## config.mk

```make
export PLATFORM = sky130hd
export DESIGN_NAME = fwd_scoreboard
export DESIGN_NICKNAME = d
export VERILOG_FILES = /design/src/rtl/fwd_scoreboard.sv
export SDC_FILE = /design/constraint.sdc
export NUM_CORES = 1
export LEC_CHECK = 0
export ABC_AREA = 1
export CAP_MARGIN = 20
export CORE_AREA = 3 3 104 106
export CTS_CLUSTER_DIAMETER = 120
export DETAILED_ROUTE_END_ITERATION = 6
export DIE_AREA = 0 0 107 109
export DONT_BUFFER_PORTS = 1
export PLACE_DENSITY = 0.69
export SLEW_MARGIN = 20
export SYNTH_ARGS = -nofsm -noshare
export SYNTH_HDL_FRONTEND = slang
export SYNTH_SLANG_ARGS = --single-unit
```

## constraint.sdc

```tcl
create_clock -name clk -period 2.3 [get_ports clk]
set_input_delay 0.23 -clock clk [delete_from_list [all_inputs] [get_ports clk]]
set_output_delay 0.23 -clock clk [all_outputs]
set_load 0.005 [all_outputs]
```

## src/rtl/fwd_scoreboard.sv

```systemverilog
// rtl/fwd_scoreboard.sv - in-flight write scoreboard with operand forwarding and load-use interlock (optional FWD_PERF_CNT_EN counters)
module fwd_scoreboard #(
   parameter int DATA_W = 16,
   parameter int REG_AW = 3,
   parameter int DEPTH  = 3,
   parameter int N_READ = 2
) (
   input  logic                       clk,
   input  logic                       rst,
   input  logic                       issue_valid,
   input  logic                       issue_wr_en,
   input  logic [REG_AW-1:0]          issue_wr_addr,
   input  logic                       flush,
   input  logic [N_READ-1:0]          rd_en,
   input  logic [N_READ*REG_AW-1:0]   rd_addr,
   input  logic [N_READ*DATA_W-1:0]   rf_data,
   input  logic [DEPTH-1:0]           res_we,
   input  logic [DEPTH*DATA_W-1:0]    res_data,
   output logic [N_READ*DATA_W-1:0]   fwd_data,
   output logic [N_READ-1:0]          fwd_hit,
   output logic                       stall
`ifdef FWD_PERF_CNT_EN
   ,
   output logic [31:0]                stall_count,
   output logic [31:0]                fwd_count
`endif
);

   // index k holds pipeline entry k+1; index 0 is the youngest (just issued)
   logic [DEPTH-1:0]  valid_q, valid_d;
   logic [DEPTH-1:0]  ready_q, ready_d;
   logic [REG_AW-1:0] waddr_q [DEPTH];
   logic [REG_AW-1:0] waddr_d [DEPTH];
   logic [DATA_W-1:0] data_q  [DEPTH];
   logic [DATA_W-1:0] data_d  [DEPTH];

   logic [DEPTH-1:0]  avail;
   logic [DATA_W-1:0] value [DEPTH];
   logic [N_READ-1:0] hazard;
   logic              issue_take;

   // per-entry availability, with same-cycle results bypassing the stored data
   always_comb begin
      for (int k = 0; k < DEPTH; k++) begin
         avail[k] = valid_q[k] & (ready_q[k] | res_we[k]);
         value[k] = res_we[k] ? res_data[k*DATA_W +: DATA_W] : data_q[k];
      end
   end

   // read resolution: walk oldest to youngest so the youngest match overrides
   always_comb begin
      fwd_data = rf_data;
      fwd_hit  = '0;
      hazard   = '0;
      for (int p = 0; p < N_READ; p++) begin
         if (rd_en[p]) begin
            for (int k = DEPTH-1; k >= 0; k--) begin
               if (valid_q[k] && (waddr_q[k] == rd_addr[p*REG_AW +: REG_AW])) begin
                  if (avail[k]) begin
                     fwd_data[p*DATA_W +: DATA_W] = value[k];
                     fwd_hit[p]                   = 1'b1;
                     hazard[p]                    = 1'b0;
                  end else begin
                     fwd_data[p*DATA_W +: DATA_W] = rf_data[p*DATA_W +: DATA_W];
                     fwd_hit[p]                   = 1'b0;
                     hazard[p]                    = 1'b1;
                  end
               end
            end
         end
      end
      stall      = (|hazard) & ~flush;
      issue_take = issue_valid & ~stall & ~flush;
   end

   // next scoreboard contents: capture results, shift one stage, insert issue or bubble
   always_comb begin
      valid_d[0] = issue_take & issue_wr_en;
      waddr_d[0] = issue_wr_addr;
      ready_d[0] = 1'b0;
      data_d[0]  = '0;
      for (int k = 1; k < DEPTH; k++) begin
         valid_d[k] = valid_q[k-1];
         waddr_d[k] = waddr_q[k-1];
         ready_d[k] = ready_q[k-1] | (valid_q[k-1] & res_we[k-1]);
         data_d[k]  = (valid_q[k-1] & res_we[k-1]) ? res_data[(k-1)*DATA_W +: DATA_W]
                                                   : data_q[k-1];
      end
      if (flush) begin
         valid_d = '0;
      end
   end

   // scoreboard state registers
   always_ff @(posedge clk) begin
      if (rst) begin
         valid_q <= '0;
         ready_q <= '0;
         for (int k = 0; k < DEPTH; k++) begin
            waddr_q[k] <= '0;
            data_q[k]  <= '0;
         end
      end else begin
         valid_q <= valid_d;
         ready_q <= ready_d;
         for (int k = 0; k < DEPTH; k++) begin
            waddr_q[k] <= waddr_d[k];
            data_q[k]  <= data_d[k];
         end
      end
   end

`ifdef FWD_PERF_CNT_EN
   logic [31:0] stall_count_q, stall_count_d;
   logic [31:0] fwd_count_q, fwd_count_d;
   logic [32:0] fwd_sum;

   // saturating event counters; flush leaves them untouched
   always_comb begin
      stall_count_d = stall_count_q;
      if (stall && (stall_count_q != 32'hFFFF_FFFF)) begin
         stall_count_d = stall_count_q + 32'd1;
      end
      fwd_sum = {1'b0, fwd_count_q};
      for (int p = 0; p < N_READ; p++) begin
         fwd_sum = fwd_sum + {32'd0, fwd_hit[p]};
      end
      fwd_count_d = fwd_sum[32] ? 32'hFFFF_FFFF : fwd_sum[31:0];
   end

   // counter registers
   always_ff @(posedge clk) begin
      if (rst) begin
         stall_count_q <= '0;
         fwd_count_q   <= '0;
      end else begin
         stall_count_q <= stall_count_d;
         fwd_count_q   <= fwd_count_d;
      end
   end

   assign stall_count = stall_count_q;
   assign fwd_count   = fwd_count_q;
`endif

endmodule
```

Word-level counts from Yosys, hierarchy flattened
Memories as Yosys holds them, arrays and structs flattened.
Cells that the tools add are included.
Cells by class
  reduce and logical (&&, ||, !) cells: 8
  mux-type cells: 50
  bitwise gates (word level): 22
  equal/unequal tests: 6
Operators with widths (count)
  2-to-1 mux 16 bit: 22
  2-to-1 mux 1 bit: 25
  == test 3 bit: 6
  OR 1 bit: 11
  AND 1 bit: 9
  2-to-1 mux 3 bit: 3
  logical AND 1 bit: 6
  OR reduction 2 bit: 2
  NOT 1 bit: 2
Storage, ports and cells
  memories kept: 2
  bits in writable memories: 57
  bits of input ports: 99
  register bits: 6
  word-level logic and storage cells: 91
Memory list
  data_q: words 3, width 16, rd ports 3, clocked after Yosys merged registers in 0, wr ports 3, RTL line 34  | logic [DATA_W-1:0] data_q [DEPTH];
  waddr_q: words 3, width 3, rd ports 3, clocked after Yosys merged registers in 0, wr ports 3, RTL line 32  | logic [REG_AW-1:0] waddr_q [DEPTH];

Longest topological paths before layout
Gate-level depths: netlist of run 1.
  word-level depth: 13
  gate-level depth with buffers: 12
  depth with buffers taken out: 12

Least setup slack after synthesis of run 1
Ideal clock, no wire load.
  path kind: reg-to-output
  start: mem waddr_q[1][1], in the netlist waddr_q[0][4]
  end: out fwd_data[10]
  stages on the path, launching flop included: 12
  data required time: 2.070 ns
  arrival time: 1.225 ns
  path buffers: 1
  slack: 0.845 ns
  cell sequence: dfxtp_1 -> inv_1 -> nand2_1 -> nand2_1 -> nor2_2 -> nand2_4 -> clkinv_2 -> buf_6 -> nand3_1 -> o211ai_1 -> nand3_1 -> nand2_1
RTL lines
  from (decl): RTL line 32
  to (decl): RTL line 19  | output logic [N_READ*DATA_W-1:0] fwd_data,

==> out/metrics.yaml, run 1 <==
detailed_routing:
  drt_wl_total_mm: 15.63
  drtIter0Drc: 595
  wl_per_cell_um: 16.02
  drtPass1Iterations: 6
  antenna_left: 0
  drc: 0
  vias: 5236
  via_per_inst: 5.365
logic_synthesis:
  ys_warn_count: 0
  synth_edf_count: 0
  syn_area_mm2: 0.004462
  yosys.area.top_type: "nand2_1"
  syn_area_per_cell_um2: 5.170
  syn-num-nets: 962
  ys_types: 29
  synth_top_area_share: 0.3180
  synthCells: 863
  ys_top_cells_by_area: "nand2_1, dfxtp_1, o21ai_0, inv_1, nor2_1"
  ys_seq_area_frac: 0.2064
  synth_top_flop_cell: "dfxtp_1"
  async_reset_ff_frac: 0
  ys_ff_latch: 46
clocking:
  cts_max_level: 2
  cts_max_path_buffers: 2
  cts_buffers: 5
  cts_tree: "built"
  clk_pin_slew_ns: 0.10
  clock_sinks: 46
  clkLatencyLatePin_ns: 0.31
  clock-root-buffer: "clkbuf_8"
sta:
  period_needed_ns: 2.169
  finalCritPeriodShare: 0.9428
  tightest_slew_ns: 1.116
  relSlewSlack: 0.2535
  slew_violations: 0
  fmax_mhz: 461.1
  finClkSkew_ns: 0.01260
  final-hold-violation-count: 0
  worst_slack_ns: 0.1315
  final-setup-viol-count: 0
  rsz0062_at_grt: "true"
power_and_ir_drop:
  total_power_w: 0.001764
  p_switching_w: 0.0005171
  p_leak_nw: 2.326
  p_int_w: 0.001247
  combPwrFrac: 0.173
  switching_share: 0.2932
  sequentialPowerShare: 0.461
  clkPwrFrac: 0.365
  ir_drop_uv: 256.4
  powerDensity_mw_per_mm2: 379.8
placed_design:
  globalplace.congestion: 0.9592
  pre_cts_ws_ns: 0.3283
  port_buffers: 0
  dp_hpwl_mm: 11.35
floorplanning:
  rows: 36
  fp.dieH_um: 109
  dieArea_mm2: 0.01166
  dieWidth_um: 107
  ioPinCount: 134
  start_util: 0.4523
  core_area_mm2: 0.009864
cells_and_area:
  antennaDiodeCount: 0
  nNetsFinal: 941
  area_delta_synth_final_pct: 4.066
  final_util: 0.4707
  drive_gt1_frac: 0.07117
global_routing:
  grt_first_pass_wirelength_mm: 24.17
  antenna_found_initial: 0
  grt_max_degree: 45
  grt_use_total: 0.2619
  grt_pass1_vias: 4626
  grt_overflow: 0
critical_path:
  crit_path_end_kind: "output port"
  setup.worst_path.class: "flop to output port"
  start_kind: "flop"
  cp_slowest_cell: "dfxtp_1"
  path_max_fanout: 16
  crit_chain: "inv_1, o21ai_0, a21oi_1, nand2_1, buf_4, o21ai_0, o211ai_1, nand2_1"
  arrival_ns: 1.94
  cpPeakStageDelay_ns: 0.37
  cp_data_required_time_ns: 2.07
status:
  status: "finished clean"
run:
  drv_cap: 0
hold_path:
  hp-class: "input port to flop"
-- cell usage after synthesis, types with 3 or more instances --
| cell type | instances |
|---|---|
| nand2_2 | 4 |
| buf_4 | 5 |
| inv_1 | 98 |
| o211ai_1 | 5 |
| buf_6 | 5 |
| clkbuf_1 | 14 |
| nand3_1 | 30 |
| inv_2 | 11 |
| a21oi_1 | 36 |
| dfxtp_1 | 46 |
| buf_2 | 18 |
| nand2_1 | 378 |
| o21ai_1 | 9 |
| o21ai_0 | 101 |
| nand3_2 | 3 |
| a21oi_2 | 9 |
| nor2_1 | 73 |
| nand3b_1 | 4 |
-- final timing paths --
check / startpoint / depth (start not counted) / end / slack [ns]
setup reg to reg: valid_q[0] / 8 / valid_q[0] / 0.61
hold reg to reg: data_q[0][29] / 2 / data_q[0][45] / 0.45
setup / recovery: waddr_q[0][1] / 8 / fwd_data[14] / 0.13
hold / removal: rst / 1 / data_q[0][16] / 0.004
-- sequential cells by signal (all words and copies together) (netlist names) --
signal	cells
data_q	32
ready_q	2
valid_q	3
waddr_q	9
-- per-layer routing --
metal | vias up | global-route usage | wire length [um]
met4 | 0 | 0.07397 | 420
met3 | 30 | 0.06098 | 1960
met5 | - | 0 | 0
met2 | 323 | 0.4227 | 6911
li1 | 2614 | - | -
met1 | 2269 | 0.3510 | 6343
-- timing repair --
item	in CTS	in global routing
resized for setup	1	5
hold buffers	2	0
pin swaps	0	2
hold endpoints to repair	23	0
setup buffers	0	4
setup endpoints to repair	1	19
-- metrics by stage --
| stage | setup TNS (ns) | area [um^2] | std cells | hold WS, ns |
|---|---|---|---|---|
| 3_5_place_dp | 0 | 4456 | 962 | 0.3070 |
| 4_1_cts | 0 | 4588 | 972 | 0.004314 |
| 6_report | 0 | 4643 | 976 | 0.003898 |
| 2_1_floorplan | 0 | 4462 | 863 | 0.3370 |
| 5_1_grt | -0.06057 | 4643 | 976 | 0.00004138 |
| 3_3_place_gp | 0 | 4456 | 962 | 0.3058 |
-- layout by cell type (no fill, tap or decap), types with 2 or more instances in the layout --
cell type	n
a21oi_2	10
dlygate4sd3_1	2
o21ai_1	9
nor2_1	73
dfxtp_1	46
a21oi_1	35
buf_4	12
nand3_1	30
clkbuf_8	5
nand2_1	376
nor2_4	2
nand3_2	3
nor2_2	2
o21ai_0	101
inv_2	10
o211ai_1	5
nand3b_1	4
o22ai_1	2
nand2_2	6
inv_1	98
inv_4	2
-- power by group through the flow --
stage                     Clock, W  Sequential [W]  Combinational, W
after floorplan                  0        0.000830          0.000270
after global placement           0        0.000832          0.000291
after detailed placement         0        0.000832          0.000291
after CTS                 0.000654        0.000814          0.000303
after global routing      0.000678        0.000815          0.000356
final                     0.000644        0.000814          0.000306
-- final cells by class --
cell class	count	area, um^2
fillers	1100	5221
multi-input cells	663	2889
flip-flops and latches	46	920.9
inverters	111	426.7
well taps	133	166.4
repair buffers	15	130.1
clock buffers	6	72.57
clock inverters	2	37.54
-- cells by family (layout without fill, tap and decap cells) --
family / after synthesis / in the layout / share of synthesized area
flip-flops: 46 / 46 / 0.2064
buffers and inverters: 154 / 134 / 0.1481
AO/OA/AOI/OAI: 164 / 164 / 0.1974
AND/OR/NAND/NOR: 499 / 499 / 0.4481
-- critical path: cells and delay by family (launching register included) --
family          cells  cell delay, ns
compound gates      4            0.60
simple gates        2            0.30
buf+inv             2            0.36
flops               1            0.37
Note: power is estimated with default switching activity, not from simulation.
==> run 2: changes to the inputs <==
RECOVER_POWER = 50   (was default)
==> run 2 against run 1 <==
Net effect: wire length barely moved; sequential share of layout area about the same; clock power about the same; flip-flop and latch count unchanged; maximum frequency rose by 0.20%; cell area hardly changed; critical path depth is the same; first-iteration DRC count up 0.17%; via count up 0.27%; clock skew is essentially flat; combinational power about the same; core utilization about the same; highest routed layer unchanged.
==> out/metrics.yaml, run 2 (same netlist as run 1, synthesis figures left out) <==
status:
  status: "finished clean"
critical_path:
  cp_slowest_cell: "dfxtp_1"
  crit_path_end_kind: "output port"
  setup.worst_path.class: "flop to output port"
  crit_chain: "inv_1, o21ai_0, a21oi_1, nand2_1, buf_4, o21ai_0, o211ai_1, nand2_1"
  cpPeakStageDelay_ns: 0.37  # about the same
  cp.buffers_inverters: 2  # unchanged
  r2r-end: "data_q[0][38]"
  r2r_setup_slack_ns: 0.37  # -0.24 ns
  start_kind: "flop"
  rr_worst_depth: 4  # -4
  arrival_ns: 1.93  # about the same
  cp_data_required_time_ns: 2.07  # about the same
  path_delay_family: "compound AO/OA/AOI/OAI gates"
  rr_startpoint: "valid_q[1]"
  path_max_fanout: 16  # unchanged
floorplanning:
  fp.dieH_um: 109  # unchanged
  start_util: 0.4523  # unchanged
  rows: 36  # unchanged
  dieWidth_um: 107  # unchanged
  core_area_mm2: 0.009864  # unchanged
  ioPinCount: 134  # unchanged
  dieArea_mm2: 0.01166  # unchanged
hold_path:
  min_from: "rst"
  min_path_cells: 1  # unchanged
  hold_end: "data_q[0][16]"
  hp-class: "input port to flop"
power_and_ir_drop:
  sequentialPowerShare: 0.462  # about the same
  switching_share: 0.2931  # about the same
  total_power_w: 0.001763  # about the same
  powerDensity_mw_per_mm2: 380.0  # about the same
  p_leak_nw: 2.323  # -0.13%
  p_switching_w: 0.0005167  # about the same
  p_int_w: 0.001246  # about the same
  ir_drop_uv: 256.4  # about the same
  clkPwrFrac: 0.365  # about the same
  combPwrFrac: 0.173  # about the same
global_routing:
  grt_pass1_vias: 4626  # unchanged
  grt_overflow: 0  # unchanged
  grt_max_degree: 45  # unchanged
  antenna_found_initial: 0  # unchanged
  grt_use_total: 0.2619  # unchanged
  grt_first_pass_wirelength_mm: 24.17  # unchanged
clocking:
  clock-root-buffer: "clkbuf_8"
  cts_buffers: 5  # unchanged
  clk_pin_slew_ns: 0.10  # about the same
  cts_max_path_buffers: 2  # unchanged
  clkLatencyLatePin_ns: 0.31  # about the same
  cts_max_level: 2  # unchanged
  clock_sinks: 46  # unchanged
  cts_tree: "built"
cells_and_area:
  largest_register_ffs: 32  # unchanged
  nNetsFinal: 941  # unchanged
  final_common_cell: "nand2_1"
  final_util: 0.4703  # about the same
  area_delta_synth_final_pct: 3.982  # about the same
  final_cell_mix: "nand2_1, o21ai_0, inv_1"
  num-fill-cells: 1100  # unchanged
  reg_top3: "data_q (32), waddr_q (9), valid_q (3)"
  top_register: "data_q"
  drive_gt1_frac: 0.06999  # -0.001186
  antennaDiodeCount: 0  # unchanged
  final_cells: 976  # unchanged
sta:
  final-hold-violation-count: 0  # unchanged
  slew_violations: 0  # unchanged
  holdWs_ns: 0.004249  # +0.0003513 ns
  period_needed_ns: 2.164  # -0.004247 ns
  finalCritPeriodShare: 0.9410  # -0.001847
  rsz0062_at_grt: "true"
  relSlewSlack: 0.1093  # -0.1442
  tightest_slew_ns: 1.336  # +0.2199 ns
  final-setup-viol-count: 0  # unchanged
  finClkSkew_ns: 0.01268  # +0.00008450 ns
  worst_slack_ns: 0.1357  # +0.004247 ns
  fmax_mhz: 462.1  # +0.20%
placed_design:
  dp_hpwl_mm: 11.35  # unchanged
  pre_cts_ws_ns: 0.3283  # unchanged
  port_buffers: 0  # unchanged
  placed_cells: 962  # unchanged
  globalplace.congestion: 0.9592  # unchanged
detailed_routing:
  drtIter0Drc: 596  # +0.17%
  wl_per_cell_um: 16.01  # about the same
  via_per_inst: 5.379  # +0.27%
  drtPass1Iterations: 6  # unchanged
  drc: 0  # unchanged
  vias: 5250  # +0.27%
  drt_wl_total_mm: 15.63  # about the same
  antenna_left: 0  # unchanged
run:
  drv_cap: 0  # unchanged
[run 2: routing by layer]
| metal | routed length (um) | part of all wire | global-route usage | up-vias |
|---|---|---|---|---|
| met1 | 6377 | 0.41 | 0.3510 | 2278 |
| met2 | 6877 | 0.44 | 0.4227 | 326 |
| met5 | 0 | 0 | 0 | - |
| met4 | 473 | 0.030 | 0.07397 | 0 |
| li1 | - | - | - | 2613 |
| met3 | 1899 | 0.12 | 0.06098 | 33 |
[run 2: metrics by stage]
stage | setup TNS (ns) | cell area, um^2
final | 0 | 4639
after global routing | -0.06057 | 4639
after CTS | 0 | 4588
after detailed placement | 0 | 4456
after global placement | 0 | 4456
after floorplan | 0 | 4462
[run 2: worst max-delay path by stage]
stage	to	slack (ns)	cells past startpoint	startpoint
after floorplan	fwd_data[10]	0.84	11	waddr_q[0][4]
after global placement	fwd_data[18]	0.35	8	valid_q[1]
after detailed placement	fwd_data[18]	0.33	8	valid_q[1]
after CTS	fwd_data[14]	0.11	9	waddr_q[0][4]
after global routing	fwd_data[13]	-0.03	9	waddr_q[0][0]
final	fwd_data[14]	0.14	8	waddr_q[0][1]
[run 2: layout make-up]
class / count / area, um^2 / area share
multi-input combinational: 663 / 2889 / 0.6227
timing repair buffer: 15 / 126.4 / 0.02724
inverter: 111 / 426.7 / 0.09196
tap: 133 / 166.4 / 0.03587
clock inverter: 2 / 37.54 / 0.008091
clock buffer: 6 / 72.57 / 0.01564
sequential: 46 / 920.9 / 0.1985
[run 2: worst register-to-register path, delay by kind of cell, from the launching register on]
kind | cells | cell delay [ns]
AO/OA/AOI/OAI | 2 | 0.45
buffers and inverters | 1 | 0.97
flip-flops | 1 | 0.36
AND/OR/NAND/NOR | 1 | 0.07
[run 2: timing repair]
action	CTS	global route
hold buffers	2	0
hold endpoints to repair	23	0
pin swaps	0	2
gates resized for setup	1	5
setup endpoints to repair	1	19
buffers inserted	0	4
[run 2: power by group through the flow]
stage / clock network [W] / registers (W) / logic (W)
6_report: 0.000644 / 0.000814 / 0.000306
3_5_place_dp: 0 / 0.000832 / 0.000291
5_1_grt: 0.000678 / 0.000815 / 0.000356
4_1_cts: 0.000654 / 0.000814 / 0.000303
3_3_place_gp: 0 / 0.000832 / 0.000291
2_1_floorplan: 0 / 0.000830 / 0.000270
